File: src/rtl/regs_pkg.sv
// rtl/regs_pkg.sv - shared defaults and one-hot/index helpers for the register-file arbiter
//
// Purpose : default sizing for regs_arbiter and conversion helpers between
//           one-hot grant vectors and binary requester indices.
// Contents: N_REQ_DEF, AW_DEF, DW_DEF, MAX_REQ, idx_to_onehot(), onehot_to_idx()

package regs_pkg;

    localparam int N_REQ_DEF = 4;
    localparam int AW_DEF    = 4;
    localparam int DW_DEF    = 16;

    // Helpers operate on a fixed 32-bit container; callers cast to their width.
    localparam int MAX_REQ   = 32;

    function automatic logic [MAX_REQ-1:0] idx_to_onehot(input int unsigned idx);
        logic [MAX_REQ-1:0] oh;
        oh = '0;
        oh[idx[4:0]] = 1'b1;
        return oh;
    endfunction

    // OR-encoder: the input is one-hot, so OR-ing the set indices yields the
    // index without a priority chain.
    function automatic int unsigned onehot_to_idx(input logic [MAX_REQ-1:0] oh);
        int unsigned idx;
        idx = 0;
        for (int unsigned i = 0; i < MAX_REQ; i++) begin
            if (oh[i]) begin
                idx = idx | i;
            end
        end
        return idx;
    endfunction

endpackage

File: src/rtl/rr_arbiter.sv
// rtl/rr_arbiter.sv - round-robin arbiter with a rotating priority pointer
//
// Purpose : grants the first requesting index at or after the pointer
//           (modulo N); the pointer moves just past the winner on a grant
//           and holds when nothing is requested.
// Ports   : clk   - clock
//           rst_n - asynchronous active-low reset (pointer -> 0)
//           req   - per-index request
//           gnt   - one-hot grant, combinational from req and pointer

module rr_arbiter #(
    parameter int N = 4
) (
    input  logic         clk,
    input  logic         rst_n,
    input  logic [N-1:0] req,
    output logic [N-1:0] gnt
);

    localparam int IW = $clog2(N);

    logic [IW-1:0] ptr_q;
    logic [IW-1:0] ptr_d;
    logic [IW-1:0] cand;
    logic          found;

    // N is a power of two, so IW-bit addition wraps modulo N for free.
    always_comb begin
        gnt   = '0;
        ptr_d = ptr_q;
        cand  = '0;
        found = 1'b0;
        for (int k = 0; k < N; k++) begin
            cand = ptr_q + IW'(k);
            if (!found && req[cand]) begin
                found     = 1'b1;
                gnt[cand] = 1'b1;
                ptr_d     = cand + IW'(1);
            end
        end
    end

    always_ff @(posedge clk or negedge rst_n) begin
        if (!rst_n) begin
            ptr_q <= '0;
        end else begin
            ptr_q <= ptr_d;
        end
    end

endmodule

File: src/rtl/regs_arbiter.sv
// rtl/regs_arbiter.sv - shares the register file read-port pair and write port among requesters
//
// Purpose : two independent round-robin arbiters (read, write), payload muxes
//           onto the register-file ports, and a one-cycle response tag for reads.
// Ports   : clk, rst_n                 - clock, asynchronous active-low reset
//           rd_req/rd_addr0/rd_addr1   - packed per-requester read requests
//           rd_gnt                     - one-hot read grant (combinational)
//           rd_rsp_valid               - one-hot, one cycle after rd_gnt
//           rd_rsp_data0/1             - shared read data (pass-through)
//           wr_req/wr_addr/wr_data     - packed per-requester write requests
//           wr_gnt                     - one-hot write grant (combinational)
//           rf_raddr0/1, rf_rdata0/1   - register-file read ports
//           rf_wen/rf_waddr/rf_wdata   - register-file write port

module regs_arbiter
    import regs_pkg::*;
#(
    parameter int N_REQ = N_REQ_DEF,
    parameter int AW    = AW_DEF,
    parameter int DW    = DW_DEF
) (
    input  logic                clk,
    input  logic                rst_n,

    input  logic [N_REQ-1:0]    rd_req,
    input  logic [N_REQ*AW-1:0] rd_addr0,
    input  logic [N_REQ*AW-1:0] rd_addr1,
    output logic [N_REQ-1:0]    rd_gnt,
    output logic [N_REQ-1:0]    rd_rsp_valid,
    output logic [DW-1:0]       rd_rsp_data0,
    output logic [DW-1:0]       rd_rsp_data1,

    input  logic [N_REQ-1:0]    wr_req,
    input  logic [N_REQ*AW-1:0] wr_addr,
    input  logic [N_REQ*DW-1:0] wr_data,
    output logic [N_REQ-1:0]    wr_gnt,

    output logic [AW-1:0]       rf_raddr0,
    output logic [AW-1:0]       rf_raddr1,
    input  logic [DW-1:0]       rf_rdata0,
    input  logic [DW-1:0]       rf_rdata1,
    output logic                rf_wen,
    output logic [AW-1:0]       rf_waddr,
    output logic [DW-1:0]       rf_wdata
);

    localparam int IW = $clog2(N_REQ);

    logic [IW-1:0] rd_idx;
    logic [IW-1:0] wr_idx;
    logic          rd_any;
    logic          wr_any;

    logic          rsp_vld_q;
    logic          rsp_vld_d;
    logic [IW-1:0] rsp_id_q;
    logic [IW-1:0] rsp_id_d;

    rr_arbiter #(.N(N_REQ)) u_rd_arb (
        .clk   (clk),
        .rst_n (rst_n),
        .req   (rd_req),
        .gnt   (rd_gnt)
    );

    rr_arbiter #(.N(N_REQ)) u_wr_arb (
        .clk   (clk),
        .rst_n (rst_n),
        .req   (wr_req),
        .gnt   (wr_gnt)
    );

    always_comb begin
        rd_any = |rd_gnt;
        wr_any = |wr_gnt;
        rd_idx = IW'(onehot_to_idx(32'(rd_gnt)));
        wr_idx = IW'(onehot_to_idx(32'(wr_gnt)));
    end

    // Read port mux: idle ports present address 0.
    always_comb begin
        rf_raddr0 = '0;
        rf_raddr1 = '0;
        if (rd_any) begin
            rf_raddr0 = rd_addr0[rd_idx*AW +: AW];
            rf_raddr1 = rd_addr1[rd_idx*AW +: AW];
        end
    end

    // Write port mux: idle port presents zero address/data with wen low.
    always_comb begin
        rf_wen   = wr_any;
        rf_waddr = '0;
        rf_wdata = '0;
        if (wr_any) begin
            rf_waddr = wr_addr[wr_idx*AW +: AW];
            rf_wdata = wr_data[wr_idx*DW +: DW];
        end
    end

    // The register file registers the read address on the grant edge, so the
    // data shows up on rf_rdata exactly when this tag becomes valid.
    always_comb begin
        rsp_vld_d = rd_any;
        rsp_id_d  = rd_any ? rd_idx : rsp_id_q;
    end

    always_ff @(posedge clk or negedge rst_n) begin
        if (!rst_n) begin
            rsp_vld_q <= 1'b0;
            rsp_id_q  <= '0;
        end else begin
            rsp_vld_q <= rsp_vld_d;
            rsp_id_q  <= rsp_id_d;
        end
    end

    always_comb begin
        rd_rsp_valid = rsp_vld_q ? N_REQ'(idx_to_onehot(32'(rsp_id_q))) : '0;
        rd_rsp_data0 = rf_rdata0;
        rd_rsp_data1 = rf_rdata1;
    end

endmodule

File: config.mk
export PLATFORM = sky130hd
export DESIGN_NAME = regs_arbiter
export DESIGN_NICKNAME = d
export VERILOG_FILES = /design/src/rtl/regs_pkg.sv /design/src/rtl/rr_arbiter.sv /design/src/rtl/regs_arbiter.sv
export SDC_FILE = /design/constraint.sdc
export NUM_CORES = 1
export LEC_CHECK = 0
export ABC_AREA = 0
export CORE_MARGIN = 3
export CORE_UTILIZATION = 30
export DETAILED_ROUTE_END_ITERATION = 8
export GPL_TIMING_DRIVEN = 0
export HOLD_SLACK_MARGIN = 0.08
export PLACE_DENSITY = 0.77
export SYNTH_ARGS = -nofsm -noshare
export SYNTH_HDL_FRONTEND = slang
export SYNTH_SLANG_ARGS = --single-unit
File: constraint.sdc
create_clock -name clk -period 7.9 [get_ports clk]
set_clock_uncertainty 0.05 [all_clocks]
set_input_delay 1.185 -clock clk [delete_from_list [all_inputs] [get_ports clk]]
set_output_delay 1.185 -clock clk [all_outputs]
set_load 0.01 [all_outputs]
* Word level (Yosys, flattened, before mapping) *
Index checks and enable logic that the tools add are counted.

word-level totals
  flip-flop bits (word level) = 7
  input port bits = 154
  output and inout port bits = 73
  logic and storage cells = 136

cells by class
  $add $sub $neg = 12
  order comparisons = 18
  shift operators = 4
  mux-type cells = 67
  bitwise operators = 6
  reductions and logical operators = 25

operators by type and width
  operator             number
  $shiftx 64x7->16     1
  $mux 4               12
  $shiftx 16x5->4      3
  $mux 1               25
  $lt 2x3->1 const B   8
  $mux 2               12
  $or 4x4->4           6
  $demux 1 s2          9
  $ge 2x1->1 const B   9
  $add 2x1->2 const B  8
  $bmux 1 s2           8
  $mux 16              1
  $logic_and 1x1->1    15
  $add 2x2->2 const B  4
  $reduce_bool 4->1    2
  $reduce_or 4->1      2
  $logic_not 1->1      6
  $lt 2x6->1 const B   1

* Depth between registers and ports, before layout *
  word-level depth = 17
  gate-level depth with buffers = 13
  mapped depth without buffers = 9

* Cells and area by module *
A second synthesis with hierarchy kept.

second synthesis, totals
  cells, all modules = 235
  area, all modules = 2165.8 um^2

modules (own cells, without submodules)
  module        instances  cells each  area an instance (um^2)  sequential area each (um^2)
  regs_arbiter  1          153         1355.0                   75.1
  rr_arbiter    2          41          405.4                    50.0

* Least setup slack after synthesis *
No wires, ideal clock.

  path kind = input-to-output
  from = input port wr_req[2]
  to = output port rf_wen
  arrival time = 3.185 ns
  setup slack = 3.480 ns
  stages on the path = 7
  path through = buf_2 -> mux4_2 -> buf_6 -> nand4_1 -> nand3_1 -> or3_1 -> or4_1

on the way
  longest elaborated chain between the ends = 13
  elaborated cells between the ends (all ways) = 25
  classes of those cells = 15 x mux; 3 x bitwise; 7 x reduce/logical

RTL lines
  element                       RTL line            text
  start: declaration            regs_arbiter.sv:33  input logic [N_REQ-1:0] wr_req,
  $bmux 1 s2                    rr_arbiter.sv:35    if (!found && req[cand]) begin
  $mux 1 (implied by the code)  rr_arbiter.sv:35
  $mux 1                        rr_arbiter.sv:35
  $logic_not 1->1               rr_arbiter.sv:35
  $logic_and 1x1->1             rr_arbiter.sv:35
  $mux 1                        rr_arbiter.sv:35
  $logic_not 1->1               rr_arbiter.sv:35
  $logic_and 1x1->1             rr_arbiter.sv:35
  $mux 1                        rr_arbiter.sv:35
  $logic_not 1->1               rr_arbiter.sv:35
  $logic_and 1x1->1             rr_arbiter.sv:35
  $mux 4 (*)                    rr_arbiter.sv:35
  named net wr_gnt[0]           regs_arbiter.sv:36  output logic [N_REQ-1:0] wr_gnt,
  $reduce_or 4->1 (*)           regs_arbiter.sv:75  wr_any = |wr_gnt;
  end: declaration              regs_arbiter.sv:42  output logic rf_wen,

The timed path passes the listed nets; every way through them passes the cells marked *. The select of a mux whose other input is x is not followed.

* Worst setup path in the final report *
  from = input port wr_req[0]
  to = output port rf_waddr[0]

on the way
  longest elaborated chain between the ends = 17
  elaborated cells between the ends (all ways) = 30
  classes of those cells = 1 x shift; 19 x mux; 3 x bitwise; 7 x reduce/logical

RTL lines
  element                       RTL line            text
  $bmux 1 s2                    rr_arbiter.sv:35
  $mux 1 (implied by the code)  rr_arbiter.sv:35
  $mux 1                        rr_arbiter.sv:35
  $logic_not 1->1               rr_arbiter.sv:35
  $logic_and 1x1->1             rr_arbiter.sv:35
  $mux 1                        rr_arbiter.sv:35
  $logic_not 1->1               rr_arbiter.sv:35
  $logic_and 1x1->1             rr_arbiter.sv:35
  $mux 1                        rr_arbiter.sv:35
  $logic_not 1->1               rr_arbiter.sv:35
  $logic_and 1x1->1             rr_arbiter.sv:35
  $mux 4 (*)                    rr_arbiter.sv:35
  $mux 1                        regs_pkg.sv:29      if (oh[i]) begin
  $mux 2 (2 in a row)           regs_pkg.sv:29
  $shiftx 16x5->4               regs_arbiter.sv:96  rf_waddr = wr_addr[wr_idx*AW +: AW];
  $mux 4 (*)                    regs_arbiter.sv:95  if (wr_any) begin
  end: declaration              regs_arbiter.sv:43  output logic [AW-1:0] rf_waddr,

Mark *: on every way between the ends. The rest lies on a longest branch, timed or not. The select of a mux whose other input is x is not followed.

==> metrics <==
first-pass GRT wire length 16,300 um; Residual DRC 0; post-synthesis cell count 344; MaxCap Viol Count 0; die extent in x 99.8 um; EDFF count, synth 0; Setup WS post-layout 2.28 ns; fin crit share 71.1%; CTS H-tree depth 1; Die Area 0.00996 mm^2; port bufs 193; final wirelength 10,500 um; Avg Synthesized Cell Area 7.67 um^2; P_leak 0.00193 uW; Slew @ Worst Pin 0.461 ns; Startpoint Class primary input; Max Freq 0.178 GHz; post-route ant nets 0; Worst IR Drop VDD 0.000343 V; Root Driver clkbuf_8; via count 3,407; crit-path max FO 10; cell count after placement 642; Synth warnings 0; IO Pins 227; sequential cell area fraction in the yosys report 6.64%; Final min period 5.62 ns; Internal 1310 uW; worst path required time 6.66 ns; sw frac 47.9%; Die Y 99.8 um; Crit-path slowest cell clkdlybuf4s50_1; Setup CP Type primary input to primary output; Final Hold Fails 0; ys async rst share 100%; Main synth FF type dfrtp_1; fin cells 646; largest net degree at the start of global routing 11; Power Dens Cells 528 mW/mm^2; total track usage 19.5%; CTS Sinks 7; CP cell instances clkdlybuf4s50_1 -> mux4_2 -> buf_6 -> nand2_1 -> a211oi_2 -> nor4_2 -> clkbuf_1 -> o21ai_0 -> a22oi_2 -> clkdlybuf4s50_1; relative slew slack 69.0%; initial antenna violation count 0; CTS tree built; core area 0.00838 mm^2; RD Place Congestion 0.898; power share of the combinational group 94.9%; Nets 709; Yosys reg bits 7; Via density 5.27; crit path DAT 4.39 ns; HP Class flip-flop to flip-flop; Setup TNS 0 ns; row count 33; Largest stage delay, worst path 0.61 ns; Max Slew Vio Count 0; gr ovfl total 0; Mapped Nets 511; Syn-to-layout area delta 79.9%; violation count after the first detailed-routing iteration 226; clock buffer depth 2; status complete, no violations; register clock-pin slew on the reported worst setup and hold paths 0.04 ns; synth unique cells 54; clock power share 2.0%; Setup Fix Bufs, Post-CTS 0; vias in the first global route 3,347; routed length per instance 16.2 um; hold_buf cts 0; final setup vio count 0; RSZ-0062 raised after global routing no; ant diodes 0; clk_lat worst skew 0.22 ns; Post-Synthesis Cell Area 0.00264 mm^2; Sequential Power Share 3.1%; CP dominant cell by count clkdlybuf4s50_1; post-CTS sizing 0; 1st-pass router iterations 5; layout cell share with drive strength beyond 1 17.4%; dpl ws 2.27 ns; CP Capture Type primary output; Num CTS Buffers 3; Switching Power 1200 uW; Starting Density 31.5%; DP HPWL 8960 um
-- layout by cell type (no fill, tap or decap), types with 6 or more instances in the layout --
cell	count
clkdlybuf4s50_1	193
o21ai_0	42
buf_4	33
a22oi_1	21
and3_1	20
a22oi_2	20
nand2_1	15
mux2i_1	14
inv_1	13
buf_2	13
ha_1	13
clkbuf_1	12
a21oi_1	11
nor2_1	11
nand3_1	10
o21ai_1	10
a221oi_1	8
mux4_2	7
dfrtp_1	7
nor3b_1	6
-- worst max-delay path: cells and delay by family --
family                 cells  cell delay (ns)
AO/OA/AOI/OAI              3             0.40
buffers and inverters      4             1.65
multiplexers               1             0.60
AND/OR/NAND/NOR            2             0.54
-- logic make-up (layout without fill, tap and decap cells) --
kind of cell	count (synthesis)	in the layout	share of synthesized area, %
and+or+nand+nor	90	90	20.0
adders and majority gates	13	13	6.16
DFF	7	7	6.64
muxes	24	24	12.6
buffers and inverters	75	272	17.1
xor gates and xnor gates	2	2	0.664
AOI/OAI and AO/OA	133	133	36.9
-- power groups by stage --
stage	logic (uW)	clock network, uW	registers [uW]
final	2380	49.2	77.5
after CTS	2380	51.2	77.8
after detailed placement	2370	0	78.1
after global placement	2330	0	76.2
after global routing	2580	54.2	81.4
after floorplan	1450	0	72.2
-- flip-flops by register name, summed over array words and instances (netlist names) --
name and cells:
u_rd_arb.ptr_q 2, rsp_vld_q 1, rsp_id_q 2, u_wr_arb.ptr_q 2
-- cell type report --
| class | instances | area, um^2 |
|---|---|---|
| clock buffers | 4 | 45.0 |
| multi-input cells | 262 | 2010 |
| flip-flops and latches | 7 | 175 |
| well taps | 105 | 131 |
| inverters | 14 | 52.6 |
| fillers | 764 | 3630 |
| repair buffers | 193 | 1930 |
| plain buffers | 61 | 399 |
-- synthesized netlist by cell type, types with 2 or more instances --
master | number | share of area [%]
ha_1 | 13 | 6.2
and3_1 | 20 | 4.7
mux4_2 | 7 | 6.0
mux2i_1 | 14 | 5.3
a22oi_2 | 20 | 9.5
clkbuf_1 | 11 | 1.6
nand2_1 | 15 | 2.1
xnor2_1 | 2 | 0.66
or4_1 | 2 | 0.57
a21o_1 | 4 | 1.1
a221oi_1 | 8 | 2.7
a22oi_1 | 21 | 6.0
buf_4 | 33 | 9.4
nand2b_1 | 2 | 0.47
nor3b_1 | 6 | 1.7
inv_1 | 13 | 1.8
o21ai_0 | 42 | 8.0
nand4_1 | 4 | 0.95
or3b_2 | 2 | 0.66
buf_6 | 4 | 1.7
o22ai_1 | 3 | 0.71
nor2_1 | 11 | 1.6
and2_1 | 3 | 0.71
a21oi_1 | 11 | 2.1
buf_2 | 13 | 2.5
mux2_2 | 3 | 1.3
or3_1 | 3 | 0.71
nor3_1 | 3 | 0.57
dfrtp_1 | 7 | 6.6
nand3_1 | 10 | 1.9
o21ai_1 | 10 | 1.9
o211a_1 | 2 | 0.76
-- final timing paths --
path,start,end,slack [ns],cells after the start
max in group asynchronous,rst_n,u_wr_arb.ptr_q[0],6.35,1
hold / removal,rsp_id_q[0],rsp_id_q[0],0.49,1
min in group asynchronous,rst_n,u_wr_arb.ptr_q[1],1.19,1
setup / recovery,wr_req[0],rf_waddr[0],2.28,10
setup reg to reg,u_rd_arb.ptr_q[1],rsp_id_q[1],4.46,10
hold reg to reg,rsp_id_q[0],rsp_id_q[0],0.49,1
-- per-stage QoR --
step / instance area, um^2 / hold WS [ns] / utilization (%) / power [uW]
after floorplan: 2640 / 0.445 / - / 1520
after global placement: 4700 / 0.459 / 56.1 / 2410
after detailed placement: 4700 / 0.481 / 56.1 / 2450
after CTS: 4750 / 0.490 / 56.6 / 2510
after global routing: 4750 / 0.514 / 56.6 / 2710
final: 4750 / 0.491 / 56.6 / 2510
-- metal layers --
metal	vias up	wire length, um	track usage (%)
met2	161	5250	36.5
li1	1676	-	-
met5	-	0	0
met1	1562	3990	22.4
met4	0	85	3.05
met3	8	1140	5.00
Note: power is estimated with default switching activity, not from simulation.
